$ cat config.mk
export PLATFORM = sky130hd
export DESIGN_NAME = stack_unit_flat
export DESIGN_NICKNAME = d
export VERILOG_FILES = /design/src/rtl/stack_unit_if.sv /design/src/rtl/stack_unit.sv /design/src/flat_wrapper.sv
export SDC_FILE = /design/constraint.sdc
export NUM_CORES = 1
export LEC_CHECK = 0
export BUFFER_PORTS_ARGS = -buffer_cell sky130_fd_sc_hd__buf_2
export CAP_MARGIN = 20
export CORE_MARGIN = 2
export CORE_UTILIZATION = 50
export DETAILED_ROUTE_END_ITERATION = 6
export PLACE_DENSITY = 0.69
export SYNTH_ARGS = -nofsm -noshare
export SYNTH_HDL_FRONTEND = slang
export SYNTH_SLANG_ARGS = --single-unit
export TNS_END_PERCENT = 100
$ cat constraint.sdc
create_clock -name clk -period 11.5 [get_ports clk]
set_input_delay 2.3 -clock clk [delete_from_list [all_inputs] [get_ports clk]]
set_output_delay 2.3 -clock clk [all_outputs]
set_load 0.005 [all_outputs]
$ cat src/rtl/stack_unit_if.sv
// Request/response bundle between the decode stage and the return-address stack.
// The decode stage drives the master side and the stack drives the slave side.
interface stack_unit_if #(
  parameter int DATA_W = 32,
  parameter int CNT_W  = 4
);
  logic              push;
  logic              pop;
  logic [DATA_W-1:0] push_data;
  logic              err_clr;
  logic [DATA_W-1:0] pop_data;
  logic              pop_valid;
  logic [DATA_W-1:0] top;
  logic [CNT_W-1:0]  count;
  logic              full;
  logic              empty;
  logic              err;

  modport master (
    output push, pop, push_data, err_clr,
    input  pop_data, pop_valid, top, count, full, empty, err
  );

  modport slave (
    input  push, pop, push_data, err_clr,
    output pop_data, pop_valid, top, count, full, empty, err
  );
endinterface

$ cat src/rtl/stack_unit.sv
// Return-address stack with a registered pop output and full/empty status.
// Define STACK_ERR_EN to get a sticky overflow/underflow flag on err (cleared by err_clr).
module stack_unit #(
  parameter int DATA_W = 32,
  parameter int DEPTH  = 8,
  parameter int CNT_W  = $clog2(DEPTH + 1)
) (
  input  logic          clk,
  input  logic          rst,
  stack_unit_if.slave   bus
);
  localparam int IDX_W = $clog2(DEPTH);

  logic [DATA_W-1:0] mem [DEPTH];
  logic [CNT_W-1:0]  sp;
  logic [DATA_W-1:0] pop_data_q;
  logic              pop_valid_q;
  logic              is_full;
  logic              is_empty;
  logic              pop_ok;
  logic              push_ok;
  logic [IDX_W-1:0]  top_idx;
  logic [IDX_W-1:0]  wr_idx;

  assign is_full  = (sp == CNT_W'(DEPTH));
  assign is_empty = (sp == '0);
  assign top_idx  = IDX_W'(sp - CNT_W'(1));

  // A push is still accepted while full when it pairs with a pop (replace).
  assign pop_ok  = bus.pop && !is_empty;
  assign push_ok = bus.push && (pop_ok || !is_full);
  assign wr_idx  = pop_ok ? top_idx : IDX_W'(sp);

  always_ff @(posedge clk) begin
    if (!rst) begin
      sp          <= '0;
      pop_data_q  <= '0;
      pop_valid_q <= 1'b0;
    end else begin
      pop_valid_q <= pop_ok;
      if (pop_ok)
        pop_data_q <= mem[top_idx];
      if (pop_ok && !bus.push)
        sp <= sp - CNT_W'(1);
      else if (push_ok && !pop_ok)
        sp <= sp + CNT_W'(1);
    end
  end

  // Storage is deliberately not reset; only the pointer defines validity.
  always_ff @(posedge clk) begin
    if (rst && push_ok)
      mem[wr_idx] <= bus.push_data;
  end

`ifdef STACK_ERR_EN
  logic err_q;
  logic err_set;

  assign err_set = (bus.push && !bus.pop && is_full) || (bus.pop && is_empty);

  always_ff @(posedge clk) begin
    if (!rst)
      err_q <= 1'b0;
    else if (err_set)
      err_q <= 1'b1;
    else if (bus.err_clr)
      err_q <= 1'b0;
  end

  assign bus.err = err_q;
`else
  logic unused_err_clr;
  assign unused_err_clr = bus.err_clr;
  assign bus.err        = 1'b0;
`endif

  assign bus.pop_data  = pop_data_q;
  assign bus.pop_valid = pop_valid_q;
  assign bus.top       = is_empty ? '0 : mem[top_idx];
  assign bus.count     = sp;
  assign bus.full      = is_full;
  assign bus.empty     = is_empty;
endmodule
$ cat src/flat_wrapper.sv
// flat-port wrapper written by rule: the top's interface ports become plain ports
module stack_unit_flat 
#(
  parameter int DATA_W = 32,
  parameter int DEPTH  = 8,
  parameter int CNT_W  = $clog2(DEPTH + 1)
)
  (clk, rst, bus_push, bus_pop, bus_push_data, bus_err_clr, bus_pop_data, bus_pop_valid, bus_top, bus_count, bus_full, bus_empty, bus_err);
  stack_unit_if #(.DATA_W(DATA_W), .CNT_W(CNT_W)) bus_i ();
  input  logic clk;
  input  logic rst;
  input wire logic [$bits(bus_i.push)-1:0] bus_push;
  input wire logic [$bits(bus_i.pop)-1:0] bus_pop;
  input wire logic [$bits(bus_i.push_data)-1:0] bus_push_data;
  input wire logic [$bits(bus_i.err_clr)-1:0] bus_err_clr;
  output wire logic [$bits(bus_i.pop_data)-1:0] bus_pop_data;
  output wire logic [$bits(bus_i.pop_valid)-1:0] bus_pop_valid;
  output wire logic [$bits(bus_i.top)-1:0] bus_top;
  output wire logic [$bits(bus_i.count)-1:0] bus_count;
  output wire logic [$bits(bus_i.full)-1:0] bus_full;
  output wire logic [$bits(bus_i.empty)-1:0] bus_empty;
  output wire logic [$bits(bus_i.err)-1:0] bus_err;
  assign bus_i.push = bus_push;
  assign bus_i.pop = bus_pop;
  assign bus_i.push_data = bus_push_data;
  assign bus_i.err_clr = bus_err_clr;
  assign bus_pop_data = bus_i.pop_data;
  assign bus_pop_valid = bus_i.pop_valid;
  assign bus_top = bus_i.top;
  assign bus_count = bus_i.count;
  assign bus_full = bus_i.full;
  assign bus_empty = bus_i.empty;
  assign bus_err = bus_i.err;
  stack_unit #(.DATA_W(DATA_W), .DEPTH(DEPTH), .CNT_W(CNT_W)) u_core (.clk(clk), .rst(rst), .bus(bus_i));
endmodule
==> out/metrics.cfg <==
[run_status]
status=finished clean

[worst_setup_path]
cp_max_fo=71
cp_top_family=adder cells
crit-reg2reg-launch=u_core.bus.count[0]
critPathCaptureType=output port
crit_required_ps=9200
r2r-end=u_core.mem[2][30]
crit_path_start_kind=register
critPathMaxStageDelay_ps=1040
reg2reg_slack_ps=7590
path_buf_inv=2
crit_slowest_cell=ha_4
arrival_ps=3510
cp-startpoint=u_core.bus.count[0]
path_cells=inv_1 > ha_4 > mux4_2 > nand2_1 > a21oi_1 > buf_2
reg2reg_depth=6
worstSetupPathType=register to output port

[pwr]
p_leak_nw=4.68
ir_drop_v=0.000204
p_per_area_nw_per_um2=224

[clocking]
clkSinkCount=293
worstSkewPairLatency_ps=550
hold_buffers=0
post_cts_resized=0
cts.clk_slew.worst_paths_ps=60
cts_max_level=1
cts_tree=built
post_cts_buffers=0
cts_made_buffers=29
cts_root_buf=clkbuf_16
cts_buffer_depth=3

[cells_and_area]
final_nets=818
layout-drive-gt1-share_pct=30.3
final_area_um2=13300
area_growth_pct=16.1

[floorplan]
fp.dieW_um=155
core-area_um2=22600
std_cell_rows=55
ios=109
die_h_um=155
start_util_pct=50.7
dieArea_um2=24100

[yosys]
synth_nets=709
synth_area_um2=11400
ys_ff_latch=293
ys_top_cells_by_area=edfxtp_1 (67%), mux4_2 (13%), dfxtp_1 (6.5%), nand2_1 (4.4%), a22oi_1 (2.2%)
syn_inst=670
synth_area_per_cell_um2=17.1
ys_seq_area_share_pct=73.7
ys_warn_count=0
synth_top_area_cell=edfxtp_1
synth_top_area_share_pct=67.2
synthDistinctLibCells=42

[worst_hold_path]
hp-start=u_core.bus.pop_data[2]
whs_endpoint=u_core.bus.pop_data[2]
min_path_type=register to register
hold_depth=2

[timing]
rsz0062_at_grt=false
setup_tns_ps=0
period_needed_ps=5810
worstMarginPinSlew_ps=1140
slew_headroom_pct=23.9
max_freq_ghz=0.172
final_hold_viol_count=0
finalCritPeriodShare_pct=50.5
drv_slew=0
finalSetupViolCount=0
skew_ps=23.4

[grt]
grtUsageTotal_pct=21.6
grt_pass1_vias=6612
gr-total-overflow=0
antenna_found_initial=2
grt_pass1_wl_mm=38.7
grt_start_max_net_pins=72

[detailed_routing]
first_pass_iters=6
met2WireLength_mm=12.8
wl_per_cell_um=23.6
via_per_inst=5.97
drt-total-wl_mm=25.7
drc=0
ant_nets=0
m1WireLength_mm=9.95
drt_iter0_drc=486
top_layer_used=met5
vias=6491
wl_met3_mm=2.24

[job]
maxCapViolCount=0

[placed_design]
hpwl_mm=14.1
port_buffers=106
placed_area_um2=12400
finalWeightedCongestion=0.706

-- logic make-up (layout without fill, tap and decap cells) --
family	Yosys count	in the layout	share of synthesized area (%)
DFF	293	293	73.7
and+or+nand+nor	171	171	6.28
AOI/OAI and AO/OA	88	88	4.92
muxes	67	67	12.9
buffers and inverters	46	178	1.85
adders and majority gates	2	2	0.219
xor gates and xnor gates	2	2	0.153
other	1	2	0.0328
-- through the flow --
| stage | utilization, % | instances | hold WS, ps | setup WS (ps) | power, mW |
|---|---|---|---|---|---|
| floorplan | - | 670 | 435 | 6490 | 1.79 |
| global placement | 54.7 | 1032 | 422 | 6180 | 2.08 |
| detailed placement | 54.7 | 1032 | 425 | 6160 | 2.09 |
| CTS | 58.8 | 1086 | 437 | 5590 | 3.00 |
| global route | 58.8 | 1087 | 450 | 5430 | 3.10 |
| finish | 58.8 | 1088 | 434 | 5690 | 2.97 |
-- placed cells by master (no fill, tap or decap), types with 2 or more instances in the layout --
cell	instances
nand2b_1	6
dfxtp_1	36
nor2b_4	2
o211a_1	2
nor2b_1	3
nand3_1	3
nor2_4	7
clkbuf_8	3
and3_1	2
a22oi_1	33
bufinv_16	2
nand2_1	135
o21ai_0	7
or3b_4	2
clkbuf_16	29
nor3_1	2
clkbuf_1	5
mux2i_1	3
clkinv_1	8
mux4_2	64
edfxtp_1	256
o31ai_1	2
clkinv_2	5
a21oi_1	35
buf_2	106
nor2_1	3
buf_4	13
inv_1	3
-- area by class of cell --
class                   count  area [um2]
fillers                  1726        9290
flip-flops and latches    293        8430
multi-input cells         331        2920
clock buffers              37         786
repair buffers            120         633
well taps                 285         357
clock inverters            17         136
inverters                   4        15.0
diodes                      1        2.50
-- cell usage after synthesis (all sizes together) --
| cell type | instances |
|---|---|
| edfxtp | 256 |
| nand2 | 135 |
| mux4 | 64 |
| dfxtp | 37 |
| a21oi | 36 |
| a22oi | 33 |
| clkbuf | 22 |
| buf | 20 |
| nor2 | 10 |
| o21ai | 7 |
| nand2b | 6 |
| nor2b | 5 |
| inv | 3 |
| mux2i | 3 |
| nand3 | 3 |
| a21boi | 2 |
| and3 | 2 |
| ha | 2 |
| nor3 | 2 |
| o211a | 2 |
| o31ai | 2 |
| or3b | 2 |
| xor2 | 2 |
| a211o | 1 |
| a211oi | 1 |
| a221oi | 1 |
| and2 | 1 |
| and3b | 1 |
| clkinv | 1 |
| conb | 1 |
| nand3b | 1 |
| nand4 | 1 |
| nor3b | 1 |
| o21a | 1 |
| o2bb2ai | 1 |
| o31a | 1 |
| or3 | 1 |
-- state kept, by name (all words and copies together), names as in the netlist --
register	count
u_core.mem	256
u_core.bus.pop_data	32
u_core.bus.count	4
u_core.bus.pop_valid	1
-- layer usage --
metal / track usage (%) / up-vias
met5: 0 / -
met4: 6.33 / 2
met3: 3.79 / 51
met2: 36.7 / 327
met1: 28.9 / 3290
li1: - / 2821
-- worst max-delay path by stage --
stage	end	cells after the start	slack, ps
6_report	bus_top[30]	6	5690
5_1_grt	bus_top[19]	6	5430
4_1_cts	bus_top[19]	6	5590
3_5_place_dp	bus_top[19]	6	6160
3_3_place_gp	bus_top[19]	6	6180
2_1_floorplan	u_core.mem[7][0]	6	6490
-- power breakdown --
group	switching, mW	internal [mW]	leakage (nW)
clock	0.378	0.526	0.452
sequential	0.0514	1.25	2.61
combinational	0.453	0.317	1.61
-- worst reg2reg max path, delay by kind of cell, from the launching register on --
| kind | cells | cell delay, ps |
|---|---|---|
| fa+ha+maj | 1 | 1040 |
| buf+inv | 2 | 600 |
| simple gates | 2 | 350 |
| flops | 1 | 790 |
| compound gates | 1 | 810 |
No activity file was read; power rests on OpenSTA's default activity.
